<file path="src/rtl/cpc_mem_arbiter.sv">
// rtl/cpc_mem_arbiter.sv - arbiter sharing the external memory port between video, CPU and loader
//
// Purpose:
//   Runs one memory transaction at a time for three requesters: 16-bit video
//   fetches, CPU byte reads/writes and loader byte writes. Arbitration happens
//   only in IDLE. The order is video first, then loader if it has waited
//   through LDR_MAX_WAIT CPU grants, then CPU, then loader. A transaction goes
//   IDLE -> ISSUE -> WAIT -> IDLE. The owner's ack pulses one cycle after
//   mem_ack.
//
// Optional feature (macro CPC_MEM_TIMEOUT_EN):
//   WAIT aborts after TIMEOUT cycles without mem_ack. The owner is still acked,
//   with read data 16'hFFFF, and the sticky mem_err flag is set. Without the
//   macro, mem_err is constant 0.
//
// Ports:
//   clk, reset                  clock, asynchronous active-high reset
//   vid_req/vid_addr            video request (level) and word address
//   vid_ack/vid_data            video completion pulse and fetched word
//   cpu_rd/cpu_wr/cpu_addr/cpu_din  CPU request (level), byte address, write data
//   cpu_dout/cpu_ack            CPU read byte (held) and completion pulse
//   ldr_wr/ldr_addr/ldr_din     loader write request (level), byte address, data
//   ldr_ack                     loader completion pulse
//   mem_req/mem_we/mem_addr/mem_be/mem_dout  memory-controller request side
//   mem_din/mem_ack             memory-controller read data and completion
//   mem_err                     sticky timeout flag
module cpc_mem_arbiter #(
    parameter int ADDR_W       = 23,
    parameter int LDR_MAX_WAIT = 4,
    parameter int TIMEOUT      = 64
) (
    input  logic              clk,
    input  logic              reset,
    input  logic              vid_req,
    input  logic [ADDR_W-2:0] vid_addr,
    output logic              vid_ack,
    output logic [15:0]       vid_data,
    input  logic              cpu_rd,
    input  logic              cpu_wr,
    input  logic [ADDR_W-1:0] cpu_addr,
    input  logic [7:0]        cpu_din,
    output logic [7:0]        cpu_dout,
    output logic              cpu_ack,
    input  logic              ldr_wr,
    input  logic [ADDR_W-1:0] ldr_addr,
    input  logic [7:0]        ldr_din,
    output logic              ldr_ack,
    output logic              mem_req,
    output logic              mem_we,
    output logic [ADDR_W-2:0] mem_addr,
    output logic [1:0]        mem_be,
    output logic [15:0]       mem_dout,
    input  logic [15:0]       mem_din,
    input  logic              mem_ack,
    output logic              mem_err
);

    typedef enum logic [1:0] {
        S_IDLE  = 2'd0,
        S_ISSUE = 2'd1,
        S_WAIT  = 2'd2
    } state_t;

    typedef enum logic [1:0] {
        OWN_VID = 2'd0,
        OWN_CPU = 2'd1,
        OWN_LDR = 2'd2
    } owner_t;

    localparam logic [3:0] CNT_MAX = 4'(LDR_MAX_WAIT);

    state_t              state_q, state_d;
    owner_t              owner_q, owner_d;
    logic                lsb_q, lsb_d;
    logic                mem_req_q, mem_req_d;
    logic                mem_we_q, mem_we_d;
    logic [ADDR_W-2:0]   mem_addr_q, mem_addr_d;
    logic [1:0]          mem_be_q, mem_be_d;
    logic [15:0]         mem_dout_q, mem_dout_d;
    logic [15:0]         vid_data_q, vid_data_d;
    logic [7:0]          cpu_dout_q, cpu_dout_d;
    logic                vid_ack_q, vid_ack_d;
    logic                cpu_ack_q, cpu_ack_d;
    logic                ldr_ack_q, ldr_ack_d;
    logic [3:0]          grant_cnt_q, grant_cnt_d;

    logic                ack_busy;
    logic                done;
    logic [15:0]         rdata;

`ifdef CPC_MEM_TIMEOUT_EN
    localparam int TMO_W = $clog2(TIMEOUT + 1);
    logic [TMO_W-1:0]    tmo_q, tmo_d;
    logic                mem_err_q, mem_err_d;
`endif

    // The requester still holds its request during its ack cycle, so no grant
    // may be made then or it would be served twice.
    assign ack_busy = vid_ack_q | cpu_ack_q | ldr_ack_q;

    always_ff @(posedge clk or posedge reset) begin
        if (reset) begin
            state_q     <= S_IDLE;
            owner_q     <= OWN_VID;
            lsb_q       <= 1'b0;
            mem_req_q   <= 1'b0;
            mem_we_q    <= 1'b0;
            mem_addr_q  <= '0;
            mem_be_q    <= 2'b00;
            mem_dout_q  <= 16'h0000;
            vid_data_q  <= 16'h0000;
            cpu_dout_q  <= 8'h00;
            vid_ack_q   <= 1'b0;
            cpu_ack_q   <= 1'b0;
            ldr_ack_q   <= 1'b0;
            grant_cnt_q <= 4'd0;
`ifdef CPC_MEM_TIMEOUT_EN
            tmo_q       <= '0;
            mem_err_q   <= 1'b0;
`endif
        end else begin
            state_q     <= state_d;
            owner_q     <= owner_d;
            lsb_q       <= lsb_d;
            mem_req_q   <= mem_req_d;
            mem_we_q    <= mem_we_d;
            mem_addr_q  <= mem_addr_d;
            mem_be_q    <= mem_be_d;
            mem_dout_q  <= mem_dout_d;
            vid_data_q  <= vid_data_d;
            cpu_dout_q  <= cpu_dout_d;
            vid_ack_q   <= vid_ack_d;
            cpu_ack_q   <= cpu_ack_d;
            ldr_ack_q   <= ldr_ack_d;
            grant_cnt_q <= grant_cnt_d;
`ifdef CPC_MEM_TIMEOUT_EN
            tmo_q       <= tmo_d;
            mem_err_q   <= mem_err_d;
`endif
        end
    end

    always_comb begin
        state_d     = state_q;
        owner_d     = owner_q;
        lsb_d       = lsb_q;
        mem_req_d   = mem_req_q;
        mem_we_d    = mem_we_q;
        mem_addr_d  = mem_addr_q;
        mem_be_d    = mem_be_q;
        mem_dout_d  = mem_dout_q;
        vid_data_d  = vid_data_q;
        cpu_dout_d  = cpu_dout_q;
        vid_ack_d   = 1'b0;
        cpu_ack_d   = 1'b0;
        ldr_ack_d   = 1'b0;
        grant_cnt_d = grant_cnt_q;
        done        = 1'b0;
        rdata       = mem_din;
`ifdef CPC_MEM_TIMEOUT_EN
        tmo_d       = tmo_q;
        mem_err_d   = mem_err_q;
`endif

        // Starvation counting only matters while the loader is waiting.
        if (!ldr_wr) begin
            grant_cnt_d = 4'd0;
        end

        unique case (state_q)
            S_IDLE: begin
                if (!ack_busy) begin
                    if (vid_req) begin
                        state_d    = S_ISSUE;
                        owner_d    = OWN_VID;
                        lsb_d      = 1'b0;
                        mem_we_d   = 1'b0;
                        mem_addr_d = vid_addr;
                        mem_be_d   = 2'b11;
                        mem_dout_d = 16'h0000;
                    end else if (ldr_wr && (grant_cnt_q == CNT_MAX)) begin
                        state_d     = S_ISSUE;
                        owner_d     = OWN_LDR;
                        lsb_d       = ldr_addr[0];
                        mem_we_d    = 1'b1;
                        mem_addr_d  = ldr_addr[ADDR_W-1:1];
                        mem_be_d    = ldr_addr[0] ? 2'b10 : 2'b01;
                        mem_dout_d  = {ldr_din, ldr_din};
                        grant_cnt_d = 4'd0;
                    end else if (cpu_rd || cpu_wr) begin
                        state_d    = S_ISSUE;
                        owner_d    = OWN_CPU;
                        lsb_d      = cpu_addr[0];
                        // A simultaneous read and write is served as a write.
                        mem_we_d   = cpu_wr;
                        mem_addr_d = cpu_addr[ADDR_W-1:1];
                        if (cpu_wr) begin
                            mem_be_d   = cpu_addr[0] ? 2'b10 : 2'b01;
                            mem_dout_d = {cpu_din, cpu_din};
                        end else begin
                            mem_be_d   = 2'b11;
                            mem_dout_d = 16'h0000;
                        end
                        if (ldr_wr && (grant_cnt_q < CNT_MAX)) begin
                            grant_cnt_d = grant_cnt_q + 4'd1;
                        end
                    end else if (ldr_wr) begin
                        state_d     = S_ISSUE;
                        owner_d     = OWN_LDR;
                        lsb_d       = ldr_addr[0];
                        mem_we_d    = 1'b1;
                        mem_addr_d  = ldr_addr[ADDR_W-1:1];
                        mem_be_d    = ldr_addr[0] ? 2'b10 : 2'b01;
                        mem_dout_d  = {ldr_din, ldr_din};
                        grant_cnt_d = 4'd0;
                    end
                end
            end
            S_ISSUE: begin
                mem_req_d = 1'b1;
                state_d   = S_WAIT;
`ifdef CPC_MEM_TIMEOUT_EN
                tmo_d     = '0;
`endif
            end
            S_WAIT: begin
                if (mem_ack) begin
                    done = 1'b1;
`ifdef CPC_MEM_TIMEOUT_EN
                end else if (tmo_q == TMO_W'(TIMEOUT - 1)) begin
                    done      = 1'b1;
                    rdata     = 16'hFFFF;
                    mem_err_d = 1'b1;
                end else begin
                    tmo_d = tmo_q + TMO_W'(1);
`endif
                end
            end
            default: begin
                state_d = S_IDLE;
            end
        endcase

        if (done) begin
            state_d   = S_IDLE;
            mem_req_d = 1'b0;
            case (owner_q)
                OWN_VID: begin
                    vid_ack_d  = 1'b1;
                    vid_data_d = rdata;
                end
                OWN_CPU: begin
                    cpu_ack_d = 1'b1;
                    if (!mem_we_q) begin
                        cpu_dout_d = lsb_q ? rdata[15:8] : rdata[7:0];
                    end
                end
                default: begin
                    ldr_ack_d = 1'b1;
                end
            endcase
        end
    end

    assign mem_req  = mem_req_q;
    assign mem_we   = mem_we_q;
    assign mem_addr = mem_addr_q;
    assign mem_be   = mem_be_q;
    assign mem_dout = mem_dout_q;
    assign vid_data = vid_data_q;
    assign cpu_dout = cpu_dout_q;
    assign vid_ack  = vid_ack_q;
    assign cpu_ack  = cpu_ack_q;
    assign ldr_ack  = ldr_ack_q;

`ifdef CPC_MEM_TIMEOUT_EN
    assign mem_err = mem_err_q;
`else
    // TIMEOUT has no effect in this build; the comparison is always false.
    assign mem_err = (TIMEOUT < 0) ? 1'b1 : 1'b0;
`endif

endmodule

</file>
<file path="config.mk">
export PLATFORM = sky130hd
export DESIGN_NAME = cpc_mem_arbiter
export DESIGN_NICKNAME = d
export VERILOG_FILES = /design/src/rtl/cpc_mem_arbiter.sv
export SDC_FILE = /design/constraint.sdc
export NUM_CORES = 1
export LEC_CHECK = 0
export ABC_AREA = 1
export CAP_MARGIN = 20
export CORE_MARGIN = 1
export CORE_UTILIZATION = 38
export DETAILED_ROUTE_END_ITERATION = 8
export GPL_TIMING_DRIVEN = 0
export PLACE_DENSITY = 0.82
export REMOVE_ABC_BUFFERS = 1
export SYNTH_ARGS = -nofsm -noshare
export SYNTH_HDL_FRONTEND = slang
export SYNTH_SLANG_ARGS = --single-unit
export TNS_END_PERCENT = 20
</file>
<file path="constraint.sdc">
create_clock -name clk -period 2 [get_ports clk]
set_input_delay 0.4 -clock clk [delete_from_list [all_inputs] [get_ports clk]]
set_output_delay 0.4 -clock clk [all_outputs]
set_load 0.01 [all_outputs]
</file>
== Yosys cells after proc, flatten, opt, wreduce, memory -nomap -nowiden ==
Cells that the tools add are included.
Storage, ports and cells
  input bits: 107
  flip-flop bits (word level): 78
  logic and storage cells: 93
  output and inout bits: 70
Cells by class
  equality and inequality tests: 7
  multiplexer cells: 54
  $lt $le $gt $ge: 1
  add/sub/neg operators: 1
  bitwise operators: 4
  reduce and logical (&&, ||, !) cells: 12
Operator list (number)
  22-bit two-way mux: 4
  16-bit two-way mux: 5
  2-bit two-way mux: 17
  4-bit two-way mux: 8
  1-bit two-way mux: 18
  3-bit AND reduction: 3
  8-bit two-way mux: 1
  6-bit != test, second input constant: 1
  2-bit case mux with 3 select lines: 1
  4-bit by 1-bit adder with 4-bit output, second input constant: 1
  2-bit by 1-bit == test with 1-bit output, second input constant: 2
  4-bit by 3-bit == test with 1-bit output, second input constant: 1
  2-bit logical NOT: 2
  4-bit by 3-bit less-than comparator with 1-bit output, second input constant: 1
  4-bit nonzero test: 1
  3-bit != test, second input constant: 1
  2-bit == test, second input constant: 1
  1-bit logical AND: 2
  2-bit != test, second input constant: 1
  1-bit inverter: 2
  1-bit OR: 2
  2-bit AND reduction: 1
  2-bit nonzero test: 1
  2-bit OR reduction: 1
  1-bit logical OR: 1

== Longest topological paths before layout ==
Gate-level depths: netlist of the first run.
  depth after elaboration: 8
  mapped depth: 11
  mapped depth without buffers: 10

== Worst setup path after synthesis of the first run ==
OpenSTA, ideal clock, no wires.
  path type: reg-to-reg
  start point: reg grant_cnt_q[0]
  end point: reg mem_addr_q[15] (netlist: mem_addr[15])
  required time: 1.883 ns
  path slack: 0.589 ns
  data arrival time: 1.294 ns
  stages on the path, launching flop included: 11
  buffers on the path: 1
  period minus slack after synthesis: 1.411 ns
  path through: dfrtp_1 > inv_1 > ha_1 > inv_1 > nor2_1 > nand2_4 > buf_2 > nand4_1 > nand2_1 > nor2_1 > nor2_1
On the way
  cells in the longest elaborated chain, start to end: 4
  elaborated cells between the ends (all ways): 6
RTL lines
  start: declaration: line 85  | logic [3:0] grant_cnt_q, grant_cnt_d;
  start signal: assignment: line 135  | grant_cnt_q <= grant_cnt_d;
  4-bit by 3-bit == test with 1-bit output *: line 181  | end else if (ldr_wr && (grant_cnt_q == CNT_MAX)) begin
  1-bit logical AND *: line 181
  4-bit nonzero test (no source line) / 22-bit two-way mux (equally long branches)
  3-bit AND reduction (no source line) / 22-bit two-way mux (equally long branches)
  end signal: assignment: line 127  | mem_addr_q <= mem_addr_d;
  end: declaration: line 77  | logic [ADDR_W-2:0] mem_addr_q, mem_addr_d;
Mark *: on every way between the ends. The rest lies on a longest branch, timed or not.
A chain may end at the register's enable or synchronous reset.

== Worst setup path after layout of the first run ==
  start point: in cpu_rd
  end point: reg mem_addr_q[20] (netlist: mem_addr[20])
On the way
  cells in the longest elaborated chain, start to end: 4
  elaborated cells between the ends (all ways): 6
RTL lines
  start: declaration: line 38  | input logic cpu_rd,
  1-bit logical OR *: line 190  | end else if (cpu_rd || cpu_wr) begin
  22-bit two-way mux: line 190
  22-bit two-way mux: line 181
  22-bit two-way mux: line 173  | if (vid_req) begin
Marked as above.

==> results of run 1 <==
power by group:
part	internal (uW)	switching (uW)
sequential	2010	383
clock	835	563
combinational	1710	1810
total	4550	2760
registers in the layout, summed over array words and instances (netlist names), 2 cells and up:
register and count:
mem_addr 22, vid_data 16, cpu_dout 8, mem_dout 8, grant_cnt_q 4, mem_be 2, owner_q 2, state_q 2
timing repair:
item | CTS | global route
endpoints found under the setup margin | 41 | 17
setup buffers | 0 | 0
hold endpoints to repair | 0 | 0
pin swaps | 2 | 1
gates resized for setup | 6 | 5
cloned | 2 | 0
worst max-delay path: cells and delay by family:
family        cells  cell delay, ns
buf+inv           2            0.85
simple gates      6            0.87
area by class of cell:
type	count	area, um2
Tap cell	133	166
Clock inverter	7	121
Clock buffer	9	124
Fill cell	915	4030
Inverter	27	120
Sequential cell	70	1750
Multi-Input combinational cell	369	1760
Timing Repair Buffer	175	1750
kinds of logic after synthesis:
logic type               after synthesis  share of synthesized area
AO/OA/AOI/OAI                         26                     0.0429
adder cells (fa/ha/maj)                2                    0.00649
buffers and inverters                 62                     0.0935
flip-flops                            70                      0.455
multiplexers                           6                     0.0156
other                                  1                   0.000973
AND/OR/NAND/NOR                      332                      0.386
metal layers:
| metal | GRT usage | share of wire | routed length [um] | vias to the layer above |
|---|---|---|---|---|
| met1 | 0.243 | 0.37 | 4340 | 1805 |
| li1 | - | - | - | 1884 |
| met3 | 0.0698 | 0.096 | 1110 | 24 |
| met5 | 0 | 0 | 0 | - |
| met4 | 0.103 | 0.025 | 289 | 0 |
| met2 | 0.404 | 0.51 | 5870 | 181 |
stage by stage:
step                total power, uW  hold WS (ns)  worst slack [ns]
CTS                            7370         0.485            0.0401
floorplan                      4030         0.453            -0.168
finish                         7310         0.479             0.100
global placement               5710         0.457             -1.33
global route                   7850         0.511           0.00307
detailed placement             5830         0.466             -1.26
final timing paths:
| check | start | to | depth (start not counted) |
|---|---|---|---|
| max in group asynchronous | reset | vid_data[8]$_DFFE_PP0P_ | 2 |
| max reg2reg | grant_cnt_q[1]$_DFF_PP0_ | mem_addr[0]$_DFFE_PP0P_ | 10 |
| min reg2reg | mem_req$_DFFE_PP0P_ | mem_req$_DFFE_PP0P_ | 2 |
| min | mem_req$_DFFE_PP0P_ | mem_req$_DFFE_PP0P_ | 2 |
| min in group asynchronous | reset | mem_addr[17]$_DFFE_PP0P_ | 2 |
| max | cpu_rd | mem_addr[20]$_DFFE_PP0P_ | 8 |
cell usage after synthesis, types with 2 or more instances:
cell type | number | area (um2)
nand4_1 | 23 | 144
buf_4 | 13 | 97.6
nand2_4 | 3 | 33.8
nor2_1 | 59 | 221
o21ai_0 | 12 | 60.1
inv_2 | 5 | 18.8
buf_6 | 8 | 90.1
buf_2 | 10 | 50.1
inv_1 | 20 | 75.1
o21ai_2 | 9 | 78.8
clkbuf_1 | 4 | 15.0
nor2_8 | 2 | 40.0
ha_1 | 2 | 25.0
a21oi_1 | 3 | 15.0
nand2_1 | 192 | 721
nor2_2 | 4 | 25.0
nand3_1 | 39 | 195
nand2_2 | 5 | 31.3
mux2i_1 | 6 | 60.1
dfrtp_1 | 70 | 1750
==> reports/results.ini, run 1 <==
[detailed_routing]
drc = 0
wire_per_inst_um = 14.7
drt_iter0_drc = 118
drt-vias-per-instance = 4.93
wirelength_um = 11600
drt_first_pass_iters = 5
postRouteAntennaNets = 0
route.vias.total = 3894

[grt]
grt_pass1_vias = 3761
grt_max_degree = 71
antenna_found_initial = 0
grt_pass1_wl_um = 18100
grt_usage = 0.226
overflow = 0

[critical_path]
r2r_slack_ns = 0.15
crit_arrival_ns = 2.12
cp_max_fo = 26
critical_path_required_ns = 2.22
cpPeakStageDelay_ns = 0.55
startpoint_type = input port
setup.worst_path.end_class = flop
path_cells = clkdlybuf4s50_1 > nor2_4 > inv_4 > nor2_8 > nor2_8 > nand2_1 > nand2_1 > nand3_1
path_class = in2reg
cp_slowest_cell = clkdlybuf4s50_1

[cts]
clkTransAtPathRegs_ns = 0.08
cts-buffers-inserted = 9
clkSinkCount = 70
hold_buffers = 0
clk_latency_ns = 0.33
htreeDepth = 3
ctsLongestPathBuffers = 2
cts_tree = done
root_buffer = clkbuf_8

[timing]
hold_viol = 0
rsz0062_at_grt = no
finClkSkew_ns = 0.00497
report.final.slew_viol_count = 0
setup_viol = 0
fin_crit_sh = 0.950
fin_crit_ns = 1.90
fmax_mhz = 526
relSlewSlack = 0.430
worst_pin_slew_ns = 0.855
finalSetupTns_ns = 0

[synthesis]
synthDistinctLibCells = 30
synth_edf_count = 0
synth_top_flop_cell = dfrtp_1
yosysWarnings = 0
seq_area_frac_synth = 0.455
syn_area_per_cell_um2 = 7.72
synth-seq-cells = 70
async_flop_share = 1.00
synth_area_um2 = 3850
syn_inst = 499

[place]
port_buffers = 175
dpl_cell_area_um2 = 5520
place_inst = 772
dpl.hpwl_um = 8080
gp_congestion = 0.771

[status]
status = complete, no violations

[finish]
layout-drive-gt1-share = 0.0837
final_cell_mix = nand2_1 (192), clkdlybuf4s50_1 (173), dfrtp_1 (70), nor2_1 (59), nand3_1 (39)
syn_to_final_growth_pct = 50.4
mostFrequentLayoutCell = nand2_1
nets = 761
design_area_um2 = 5790
final_util = 0.590
finalNonFillerCells = 790
insertedDiodeCount = 0

[min_path]
min_path_type = reg2reg

[power]
peakVddDrop_v = 0.000470
leakagePower_uw = 0.00272
power_density_nw_per_um2 = 1260

[die]
row_count = 36
die_x_um = 103
core_area_um2 = 9820
initial_core_util = 0.392
dieArea_um2 = 10500
die_h_um = 103
io_pins = 177

[flow_run]
timing.max_cap.violations = 0

Note: power is estimated with default switching activity, not from simulation.
==> run 2, diff against run 1 <==
--- a/config.mk
+++ b/config.mk
@@ -9,6 +9,7 @@
 export CAP_MARGIN = 20
 export CORE_MARGIN = 1
 export CORE_UTILIZATION = 38
+export CTS_BUF_LIST = sky130_fd_sc_hd__clkbuf_16
 export DETAILED_ROUTE_END_ITERATION = 8
 export GPL_TIMING_DRIVEN = 0
 export PLACE_DENSITY = 0.82
==> reports/results.ini, run 2 (same netlist as run 1, synthesis figures left out) <==
[timing]
finClkSkew_ns = 0.00351
fin_crit_ns = 1.91
fin_crit_sh = 0.957
report.final.slew_viol_count = 0
hold_viol = 0
setup_viol = 0
finalSetupTns_ns = 0
hold_ws_ns = 0.482
fmax_mhz = 522
rsz0062_at_grt = no
relSlewSlack = 0.423
worst_pin_slew_ns = 0.865

[detailed_routing]
drt_iter0_drc = 184
wirelength_um = 12200
wire_per_inst_um = 15.4
route.vias.total = 3974
postRouteAntennaNets = 0
drt-vias-per-instance = 5.02
drc = 0
drt_first_pass_iters = 4

[cts]
post_cts.repair.setup_buffers = 0
ctsLongestPathBuffers = 2
hold_buffers = 0
clkTransAtPathRegs_ns = 0.06
clk_latency_ns = 0.33
clkSinkCount = 70
htreeDepth = 3
cts-buffers-inserted = 9
root_buffer = clkbuf_16
cts_tree = done

[power]
power_density_nw_per_um2 = 1320
leakagePower_uw = 0.00276
peakVddDrop_v = 0.000564

[critical_path]
critical_path_required_ns = 2.21
path_class = in2reg
cp_max_fo = 26
reg2reg_depth = 10
r2r_start = grant_cnt_q[1]$_DFF_PP0_
crit_start = cpu_rd
setup.worst_path.end_class = flop
crit_arrival_ns = 2.13
r2r_slack_ns = 0.13
startpoint_type = input port
timing.rr.end = lsb_q$_DFFE_PP0P_

[finish]
insertedDiodeCount = 0
final_util = 0.601
design_area_um2 = 5910
nets = 762
fillers = 880
mostFrequentLayoutCell = nand2_1
layout-drive-gt1-share = 0.0866
syn_to_final_growth_pct = 53.3
largest_register_ffs = 22
final_cell_mix = nand2_1 (192), clkdlybuf4s50_1 (173), dfrtp_1 (70), nor2_1 (58), nand3_1 (39)

[place]
dpl_cell_area_um2 = 5520
port_buffers = 175
dpl.hpwl_um = 8080
gp_congestion = 0.771

[die]
initial_core_util = 0.392
die_h_um = 103
die_x_um = 103
core_area_um2 = 9820
row_count = 36
io_pins = 177
dieArea_um2 = 10500

[grt]
grt_pass1_wl_um = 18600
overflow = 0
grt_pass1_vias = 3829
grt_usage = 0.233
grt_max_degree = 71
antenna_found_initial = 0

[flow_run]
timing.max_cap.violations = 0

[min_path]
min_path_type = reg2reg
hold_start = mem_req$_DFFE_PP0P_
hold_end = mem_req$_DFFE_PP0P_
min_path_cells = 2

[status]
status = complete, no violations

run 2: worst max-delay path by stage:
| stage | to |
|---|---|
| floorplan | cpu_ack$_DFF_PP0_ |
| global placement | state_q[0]$_DFFE_PP0P_ |
| detailed placement | mem_addr[20]$_DFFE_PP0P_ |
| CTS | mem_addr[20]$_DFFE_PP0P_ |
| global route | mem_addr[20]$_DFFE_PP0P_ |
| finish | mem_addr[20]$_DFFE_PP0P_ |
run 2: through the flow:
stage          power (uW)  worst slack [ns]  instances
6_report             7810            0.0851        791
5_1_grt              8340          0.000309        791
4_1_cts              7840            0.0245        790
3_5_place_dp         5830             -1.26        772
3_3_place_gp         5710             -1.33        772
2_1_floorplan        4030            -0.168        464
run 2: what timing repair did:
action / CTS / global route
cloned: 2 / 1
gates resized for setup: 6 / 7
endpoints found under the setup margin: 41 / 27
pin swaps: 2 / 1
hold endpoints to repair: 0 / 0
run 2: critical path, cell delays in order:
cell and delay [ns]:
clkdlybuf4s50_1 0.56, nor2_4 0.07, inv_4 0.30, nor2_8 0.10
nor2_8 0.35, nand2_1 0.15, nand2_1 0.11, nand3_1 0.07
run 2: report_power, final:
group / switching [uW] / leakage, uW / internal [uW]
Clock: 635 / 0.000170 / 1220
Sequential: 386 / 0.000868 / 2010
Combinational: 1840 / 0.00173 / 1710
Total: 2870 / 0.00276 / 4940
run 2: per-layer routing:
metal  up-vias  part of all wire  GRT usage
met3        27             0.094     0.0732
li1       1893                 -          -
met2       192              0.51      0.419
met4         0             0.022      0.105
met5         -                 0          0
met1      1862              0.37      0.248
run 2: cell type report:
class	count	area [um2]	share of cell area
clock buffers	9	225	0.0381
clock inverters	7	121	0.0206
inverters	27	120	0.0203
multi-input cells	370	1770	0.300
flip-flops and latches	70	1750	0.297
well taps	133	166	0.0282
repair buffers	175	1750	0.296
==> run 3, diff against run 2 <==
--- a/config.mk
+++ b/config.mk
@@ -12,7 +12,7 @@
 export CTS_BUF_LIST = sky130_fd_sc_hd__clkbuf_16
 export DETAILED_ROUTE_END_ITERATION = 8
 export GPL_TIMING_DRIVEN = 0
-export PLACE_DENSITY = 0.82
+export PLACE_DENSITY = 0.88
 export REMOVE_ABC_BUFFERS = 1
 export SYNTH_ARGS = -nofsm -noshare
 export SYNTH_HDL_FRONTEND = slang
==> reports/results.ini, run 3 (same netlist as run 1, synthesis figures left out) <==
[timing]
report.final.slew_viol_count = 0
relSlewSlack = 0.414
worst_pin_slew_ns = 0.879
hold_viol = 0
fin_ws_ns = 0.140
finalSetupTns_ns = 0
rsz0062_at_grt = no
setup_viol = 0
finClkSkew_ns = 0.00567
fin_crit_sh = 0.930
fin_crit_ns = 1.86
fmax_mhz = 538

[finish]
insertedDiodeCount = 0
mostFrequentLayoutCell = nand2_1
largest_register_ffs = 22
syn_to_final_growth_pct = 51.5
final_cell_mix = nand2_1 (192), clkdlybuf4s50_1 (173), dfrtp_1 (70), nor2_1 (58), nand3_1 (39)
nets = 762
layout-drive-gt1-share = 0.0866

[cts]
cts-buffers-inserted = 9
root_buffer = clkbuf_16
htreeDepth = 3
clk_latency_ns = 0.33
clkTransAtPathRegs_ns = 0.06
hold_buffers = 0
cts_tree = done
ctsLongestPathBuffers = 2
post_cts.repair.setup_buffers = 0
clkSinkCount = 70

[die]
die_x_um = 103
initial_core_util = 0.392
io_pins = 177
die_h_um = 103
core_area_um2 = 9820
dieArea_um2 = 10500
row_count = 36

[detailed_routing]
postRouteAntennaNets = 0
wire_per_inst_um = 15.0
drt-vias-per-instance = 4.93
wirelength_um = 11900
drt_first_pass_iters = 5
drt_iter0_drc = 115
drc = 0
route.vias.total = 3903

[place]
dpl.hpwl_um = 8170
port_buffers = 175
gp_congestion = 0.807
place_ws_ns = -1.23

[critical_path]
setup.worst_path.end_class = flop
cp_slowest_cell = clkdlybuf4s50_1
path_cells = clkdlybuf4s50_1 > nor2_4 > inv_4 > nor2_8 > nor2_8 > nand2_1 > nand2_1 > nand3_1
crit_arrival_ns = 2.07
cp_max_fo = 26
path_class = in2reg
cpPeakStageDelay_ns = 0.54
critical_path_required_ns = 2.20
critPathTopFamily = buffers and inverters
startpoint_type = input port
path_buf_inv = 2

[grt]
grt_pass1_wl_um = 17900
grt_usage = 0.222
antenna_found_initial = 0
grt_pass1_vias = 3729
grt_max_degree = 71
overflow = 0

[min_path]
min_path_type = reg2reg

[power]
leakagePower_uw = 0.00272
peakVddDrop_v = 0.000589
power_density_nw_per_um2 = 1260

[status]
status = complete, no violations

[flow_run]
timing.max_cap.violations = 0

## run 3: power breakdown
| group | switching, uW | internal [uW] |
|---|---|---|
| Clock | 605 | 837 |
| Sequential | 386 | 2010 |
| Combinational | 1830 | 1710 |
| Total | 2820 | 4560 |
## run 3: worst min-delay path, cell delays in order (launching register included)
cell,delay (ns)
dfrtp_1,0.34
nand2_1,0.07
o21ai_2,0.05
## run 3: layout make-up
cell class | count | area (um2)
clock inverter | 7 | 48.8
tap | 133 | 166
clock buffer | 9 | 225
multi-input combinational | 370 | 1780
timing repair buffer | 175 | 1750
fill | 867 | 3980
inverter | 27 | 120
sequential | 70 | 1750
## run 3: repair_timing
action	in CTS	in global routing
setup endpoints to repair	41	19
pin swaps	2	1
resized for setup	6	8
gates cloned	2	1
## run 3: per-layer routing
| metal | up-vias | global-route usage | share of wire |
|---|---|---|---|
| met5 | - | 0 | 0 |
| li1 | 1890 | - | - |
| met4 | 0 | 0.104 | 0.020 |
| met2 | 203 | 0.396 | 0.51 |
| met1 | 1790 | 0.250 | 0.39 |
| met3 | 20 | 0.0529 | 0.084 |
## run 3: path summary, 6_finish.rpt
kind	from	to	slack [ns]	depth (start not counted)
min in group asynchronous	reset	mem_addr[19]$_DFFE_PP0P_	0.59	2
min	cpu_dout[1]$_DFFE_PP0P_	cpu_dout[1]$_DFFE_PP0P_	0.49	2
max in group asynchronous	reset	vid_data[1]$_DFFE_PP0P_	0.81	2
min reg2reg	cpu_dout[1]$_DFFE_PP0P_	cpu_dout[1]$_DFFE_PP0P_	0.49	2
max reg2reg	cpu_ack$_DFF_PP0_	mem_we$_DFFE_PP0P_	0.21	7
max	cpu_rd	mem_addr[20]$_DFFE_PP0P_	0.14	8
## run 3: per-stage QoR
stage	cells	instance area (um2)	util	hold WS, ns	power (uW)
4_1_cts	790	5820	0.593	0.484	7420
3_3_place_gp	772	5520	0.562	0.462	5700
2_1_floorplan	464	3600	-	0.453	4030
5_1_grt	791	5840	0.595	0.499	7900
3_5_place_dp	772	5520	0.562	0.468	5850
6_report	791	5840	0.595	0.486	7380
